<file path="config.mk">
export PLATFORM = sky130hd
export DESIGN_NAME = data_sync_capture
export DESIGN_NICKNAME = d
export VERILOG_FILES = /design/src/rtl/data_sync_capture_pkg.sv /design/src/rtl/data_sync_capture_en_edge_detect.sv /design/src/rtl/data_sync_capture.sv
export SDC_FILE = /design/constraint.sdc
export NUM_CORES = 1
export LEC_CHECK = 0
export ABC_AREA = 1
export CORE_AREA = 3 3 40 42
export CTS_CLUSTER_SIZE = 20
export DETAILED_ROUTE_END_ITERATION = 12
export DIE_AREA = 0 0 43 45
export SLEW_MARGIN = 20
export SYNTH_ARGS = -nofsm -noshare
export SYNTH_HDL_FRONTEND = slang
export SYNTH_SLANG_ARGS = --single-unit
</file>
<file path="constraint.sdc">
create_clock -name CLK -period 1.9 [get_ports CLK]
set_input_delay 0.38 -clock CLK [delete_from_list [all_inputs] [get_ports CLK]]
set_output_delay 0.38 -clock CLK [all_outputs]
set_load 0.01 [all_outputs]
</file>
<file path="src/rtl/data_sync_capture_pkg.sv">
// data_sync_capture shared types and constants.
// FSM states, enable-mode encodings, settle limit.
package data_sync_capture_pkg;

  typedef enum logic {
    IDLE   = 1'b0,
    SETTLE = 1'b1
  } state_t;

  localparam int EN_MODE_LEVEL  = 0;
  localparam int EN_MODE_TOGGLE = 1;

  localparam int SETTLE_MAX = 15;

endpackage

</file>
<file path="src/rtl/data_sync_capture_en_edge_detect.sv">
// en_edge_detect: registers SYNC_EN, flags a rising (level) or any (toggle) edge.
// Ports: CLK, RST (async high), SYNC_EN in; en_edge out (combinational).
module en_edge_detect
  import data_sync_capture_pkg::*;
#(
  parameter int EN_MODE = EN_MODE_LEVEL
) (
  input  logic CLK,
  input  logic RST,
  input  logic SYNC_EN,
  output logic en_edge
);

  logic en_q;

  always_ff @(posedge CLK or posedge RST) begin
    if (RST) en_q <= 1'b0;
    else     en_q <= SYNC_EN;
  end

  if (EN_MODE == EN_MODE_TOGGLE) begin : g_tgl
    assign en_edge = SYNC_EN ^ en_q;
  end else begin : g_lvl
    assign en_edge = SYNC_EN & ~en_q;
  end

endmodule

</file>
<file path="src/rtl/data_sync_capture.sv">
// data_sync_capture: waits SETTLE_CYCLES after an enable edge, then captures
// UNSYNC_BUS into SYNC_BUS with a one-cycle EN_PULSE; OVERRUN flags an edge
// arriving mid-settle. Ports: CLK, RST (async high), SYNC_EN, UNSYNC_BUS in;
// SYNC_BUS, EN_PULSE, OVERRUN out; ACK_TGL out only with DATA_SYNC_ACK_EN.
module data_sync_capture
  import data_sync_capture_pkg::*;
#(
  parameter int BUS_WIDTH     = 8,
  parameter int SETTLE_CYCLES = 0,
  parameter int EN_MODE       = EN_MODE_LEVEL
) (
  input  logic                 CLK,
  input  logic                 RST,
  input  logic                 SYNC_EN,
  input  logic [BUS_WIDTH-1:0] UNSYNC_BUS,
  output logic [BUS_WIDTH-1:0] SYNC_BUS,
  output logic                 EN_PULSE,
  output logic                 OVERRUN
`ifdef DATA_SYNC_ACK_EN
  ,
  output logic                 ACK_TGL
`endif
);

  if (SETTLE_CYCLES < 0 || SETTLE_CYCLES > SETTLE_MAX) begin : g_bad_settle
    $error("data_sync_capture: SETTLE_CYCLES out of range 0..15");
  end
  if (EN_MODE != EN_MODE_LEVEL && EN_MODE != EN_MODE_TOGGLE) begin : g_bad_mode
    $error("data_sync_capture: EN_MODE must be 0 or 1");
  end

  localparam int CW = (SETTLE_CYCLES > 0) ? $clog2(SETTLE_CYCLES + 1) : 1;
  localparam logic [CW-1:0] RELOAD =
    CW'((SETTLE_CYCLES > 0) ? SETTLE_CYCLES - 1 : 0);
  localparam bit ZERO_SETTLE = (SETTLE_CYCLES == 0);

  logic          en_edge;
  state_t        state;
  logic [CW-1:0] cnt;

  en_edge_detect #(
    .EN_MODE (EN_MODE)
  ) u_edge (
    .CLK     (CLK),
    .RST     (RST),
    .SYNC_EN (SYNC_EN),
    .en_edge (en_edge)
  );

  always_ff @(posedge CLK or posedge RST) begin
    if (RST) begin
      state    <= IDLE;
      cnt      <= '0;
      SYNC_BUS <= '0;
      EN_PULSE <= 1'b0;
      OVERRUN  <= 1'b0;
`ifdef DATA_SYNC_ACK_EN
      ACK_TGL  <= 1'b0;
`endif
    end else begin
      EN_PULSE <= 1'b0;
      OVERRUN  <= 1'b0;
      unique case (state)
        IDLE: begin
          if (en_edge) begin
            if (ZERO_SETTLE) begin
              SYNC_BUS <= UNSYNC_BUS;
              EN_PULSE <= 1'b1;
`ifdef DATA_SYNC_ACK_EN
              ACK_TGL  <= ~ACK_TGL;
`endif
            end else begin
              state <= SETTLE;
              cnt   <= RELOAD;
            end
          end
        end
        SETTLE: begin
          // A fresh edge restarts the wait so the newest data wins.
          if (en_edge) begin
            OVERRUN <= 1'b1;
            cnt     <= RELOAD;
          end else if (cnt == '0) begin
            SYNC_BUS <= UNSYNC_BUS;
            EN_PULSE <= 1'b1;
            state    <= IDLE;
`ifdef DATA_SYNC_ACK_EN
            ACK_TGL  <= ~ACK_TGL;
`endif
          end else begin
            cnt <= cnt - CW'(1);
          end
        end
        default: state <= IDLE;
      endcase
    end
  end

endmodule

</file>
### Yosys cells after proc, flatten, opt, wreduce, memory -nomap -nowiden

Index checks and enable logic that the tools add are counted.
W data, S select, Z words.

* $add $sub $neg: 1
* eq/ne operators: 3
* muxes and demuxes: 15
* bitwise logic cells: 3
* reduce and logical (&&, ||, !) cells: 1

Operators with widths (number)
* $mux W8: 3
* $pmux W8 S2: 1
* $mux W1: 9
* $ne A2 B2 Y1 const B: 3
* $pmux W1 S2: 2
* $reduce_and A3 Y1: 1
* $not A1 Y1: 2
* $and A1 B1 Y1: 1
* $sub A1 B1 Y1 const B: 1

* flip-flop bits (word level): 13
* input port bits: 11
* output and inout bits: 10

### Logic depth before layout (Yosys ltp)

* word-level depth: 4
* mapped depth: 7
* gate-level depth less buffers: 6

### Modules after synthesis

A second synthesis with hierarchy kept.

* cells, all modules: 42
* area, all modules: 410.4 um^2

By module, submodules not included
* data_sync_capture: instances 1, cells each 38, area each 371.6 um^2
* en_edge_detect: instances 1, cells each 4, area each 38.8 um^2

### Worst setup path before layout

Ideal clock, no wire load.

* path type: input to register
* from: in SYNC_EN
* to: reg SYNC_BUS[0]
* data arrival time: 1048 ps
* data required time: 1835 ps
* slack: 787 ps
* stages on the path: 7
* path through: inv_1 nor2_1 ha_1 buf_6 inv_2 nand2_1 nand2_1

* word-level cells in the longest chain between the ends: 3
* elaborated cells between the ends (all ways): 4
* those cells by class: 2 x eq/ne; 1 x bitwise; 1 x reduce/logical

Ends and longest elaborated chain
* from (decl): RTL line data_sync_capture.sv:14 `input logic SYNC_EN,`
* $and A1 B1 Y1 (*): RTL line data_sync_capture_en_edge_detect.sv:24 `assign en_edge = SYNC_EN & ~en_q;`
* $ne A2 B2 Y1 (no line)
* $reduce_and A3 Y1 (no line) (*)
* to (signal assigned): RTL line data_sync_capture.sv:54 `SYNC_BUS <= '0;`
* to (signal assigned): RTL line data_sync_capture.sv:67 `SYNC_BUS <= UNSYNC_BUS;`
* to (signal assigned): RTL line data_sync_capture.sv:84 `SYNC_BUS <= UNSYNC_BUS;`
* to (decl): RTL line data_sync_capture.sv:16 `output logic [BUS_WIDTH-1:0] SYNC_BUS,`

Mark *: on every way between the ends. The rest lies on a longest branch, timed or not.
A chain may end at the register's enable or synchronous reset.

### Worst setup path in the final report

* from: reg SYNC_BUS[2]
* to: out SYNC_BUS[2]

No word-level cell between the ends.

==> metrics <==
status finished, final reports clean; RSZ-0062 raised after global routing false; hold_buf cts 0; initial antenna violation count 0; most frequent cells in the layout nand2_1 (24), clkdlybuf4s50_1 (20), dfrtp_1 (11); fmax 648 MHz; proportion of layout cells with a drive suffix above 1 0.0769; Slew headroom 0.722; Pwr Total 0.536 mW; Critical Path Max Stage Delay 0.54 ns; Vias 329; H-tree depth 1; largest net degree at the start of global routing 12; I/O Buffers 20; most common cell after layout, fill and taps aside nand2_1; crit start category flip-flop; WP buf/inv 1; met2 Resource Use GR 0.138; GRT Util Overall 0.0972; Pleak 0.328 nW; TritonCTS clock tree done; Final nets 78; yosys warns 0; worst-case clock buffer depth 2; Seq cells post-synth 11; Setup WS pre-CTS 0.165 ns; post-synthesis cell count 41; top-area cell type share of the netlist area 0.681; # setup viols final 0; GRT overflow 0; clk root buf clkbuf_4; register area share after synthesis 0.681; wire length per cell 10.2 µm; Hold Violations, Final 0; Via density 4.11; Area growth, synth to finish 59.8%; peak supply drop 0.344 mV; met3 usage in global routing 0.0359; Distinct cells, synth 7; clock latency on the worst-skew pair 0.26 ns; clk slew on worst S/H paths 0.07 ns; total CTS buffers 3; post-route ant nets 0; CTS sink cnt 11; Pre-Repair DR Iteration Count 4; Max-Cap Viols 0; post-cts sizing count 0; PwrDens 830 nW/µm²; Slew @ Worst Pin 0.417 ns; setup TNS 0 ns; Critical-path top delay cell clkdlybuf4s50_1; post-layout min period 1.54 ns; Cell Area, Synth 404 µm²; Core ar. 1280 µm²; CP arrival 1.16 ns; busiest metal layer after global routing met2; CP Capture Type output port; Ant. Diodes 0; # IOs 21; die area 1940 µm²; first-pass GRT wire length 1330 µm; die height 45 µm; CP required 1.52 ns; final WL 814 µm; post-synthesis net count 53; crit-path max FO 2; fin crit share 0.812; largest area contributor in the netlist dfrtp_1; vias in the first global route 310; Worst Hold Class in -> async; starting density of the core 0.315; Iteration-0 DRC Markers 7; Post-CTS Setup Bufs 0; crit-path cells clkdlybuf4s50_1; GRT met1 Usage 0.121; Area contributors post-synth dfrtp_1 (68%), nand2_1 (22%), ha_1 (3.1%), buf_6 (2.8%), inv_1 (1.9%); setup ws final 0.357 ns; final setup skew 0.000375 ns; die width 43 µm; Post-DP HPWL 611 µm; Max Slew Vio Count 0; Final Wtd Congestion 0.648; largest delay contributor family on the critical path buffers and inverters; DR DRC count 0; post-synthesis average cell area 9.86 µm²; crit path kind reg -> out; Rows 13
==> final timing paths <==
kind | cells past startpoint | from | end | slack (ns)
worst min-delay path | 2 | RST | SYNC_BUS[1]$_DFFE_PP0P_ | 0.40
worst max register to register | 4 | OVERRUN$_DFF_PP0_ | SYNC_BUS[5]$_DFFE_PP0P_ | 0.70
worst max-delay path | 1 | SYNC_BUS[2]$_DFFE_PP0P_ | SYNC_BUS[2] | 0.36
max in group asynchronous | 2 | RST | SYNC_BUS[6]$_DFFE_PP0P_ | 1.21
worst min register to register | 2 | SYNC_BUS[1]$_DFFE_PP0P_ | SYNC_BUS[1]$_DFFE_PP0P_ | 0.47
min in group CLK | 2 | SYNC_BUS[1]$_DFFE_PP0P_ | SYNC_BUS[1]$_DFFE_PP0P_ | 0.47
==> final cells by class <==
cell class              instances  area [µm²]
inverters                       3        11.3
well taps                      15        18.8
flip-flops and latches         11         275
clock buffers                   4        26.3
multi-input cells              26         106
fillers                       136         639
repair buffers                 21         208
==> through the flow <==
| stage | area, µm² | instances | utilization | hold WS (ns) |
|---|---|---|---|---|
| after floorplan | 404 | 41 | - | 0.232 |
| after global placement | 619 | 76 | 0.482 | 0.453 |
| after detailed placement | 619 | 76 | 0.482 | 0.457 |
| after CTS | 646 | 80 | 0.502 | 0.405 |
| after global routing | 646 | 80 | 0.502 | 0.432 |
| final | 646 | 80 | 0.502 | 0.399 |
==> cells in the mapped netlist <==
master,number
inv_2,1
ha_1,1
nand2_1,24
dfrtp_1,11
inv_1,2
nor2_1,1
buf_6,1
==> flip-flops by register name, summed over array words and instances, names as in the netlist <==
name         flops
EN_PULSE         1
SYNC_BUS         8
u_edge.en_q      1
OVERRUN          1
==> cell families (layout without fill, tap and decap cells) <==
group / Yosys count / in the layout / synth area share
buf+inv: 4 / 28 / 0.0557
simple gates: 25 / 25 / 0.232
fa+ha+maj: 1 / 1 / 0.0310
flops: 11 / 11 / 0.681
==> layer usage <==
layer / vias up / share of wire
met2: 15 / 0.47
met5: - / 0
li1: 168 / -
met4: 0 / 0.018
met3: 2 / 0.065
met1: 144 / 0.44
==> report_power, final <==
part,internal [mW],switching (mW)
logic,0.0663,0.0432
clock network,0.0812,0.0764
registers,0.257,0.0110
total,0.405,0.131
(Power assumes the default switching activity.)
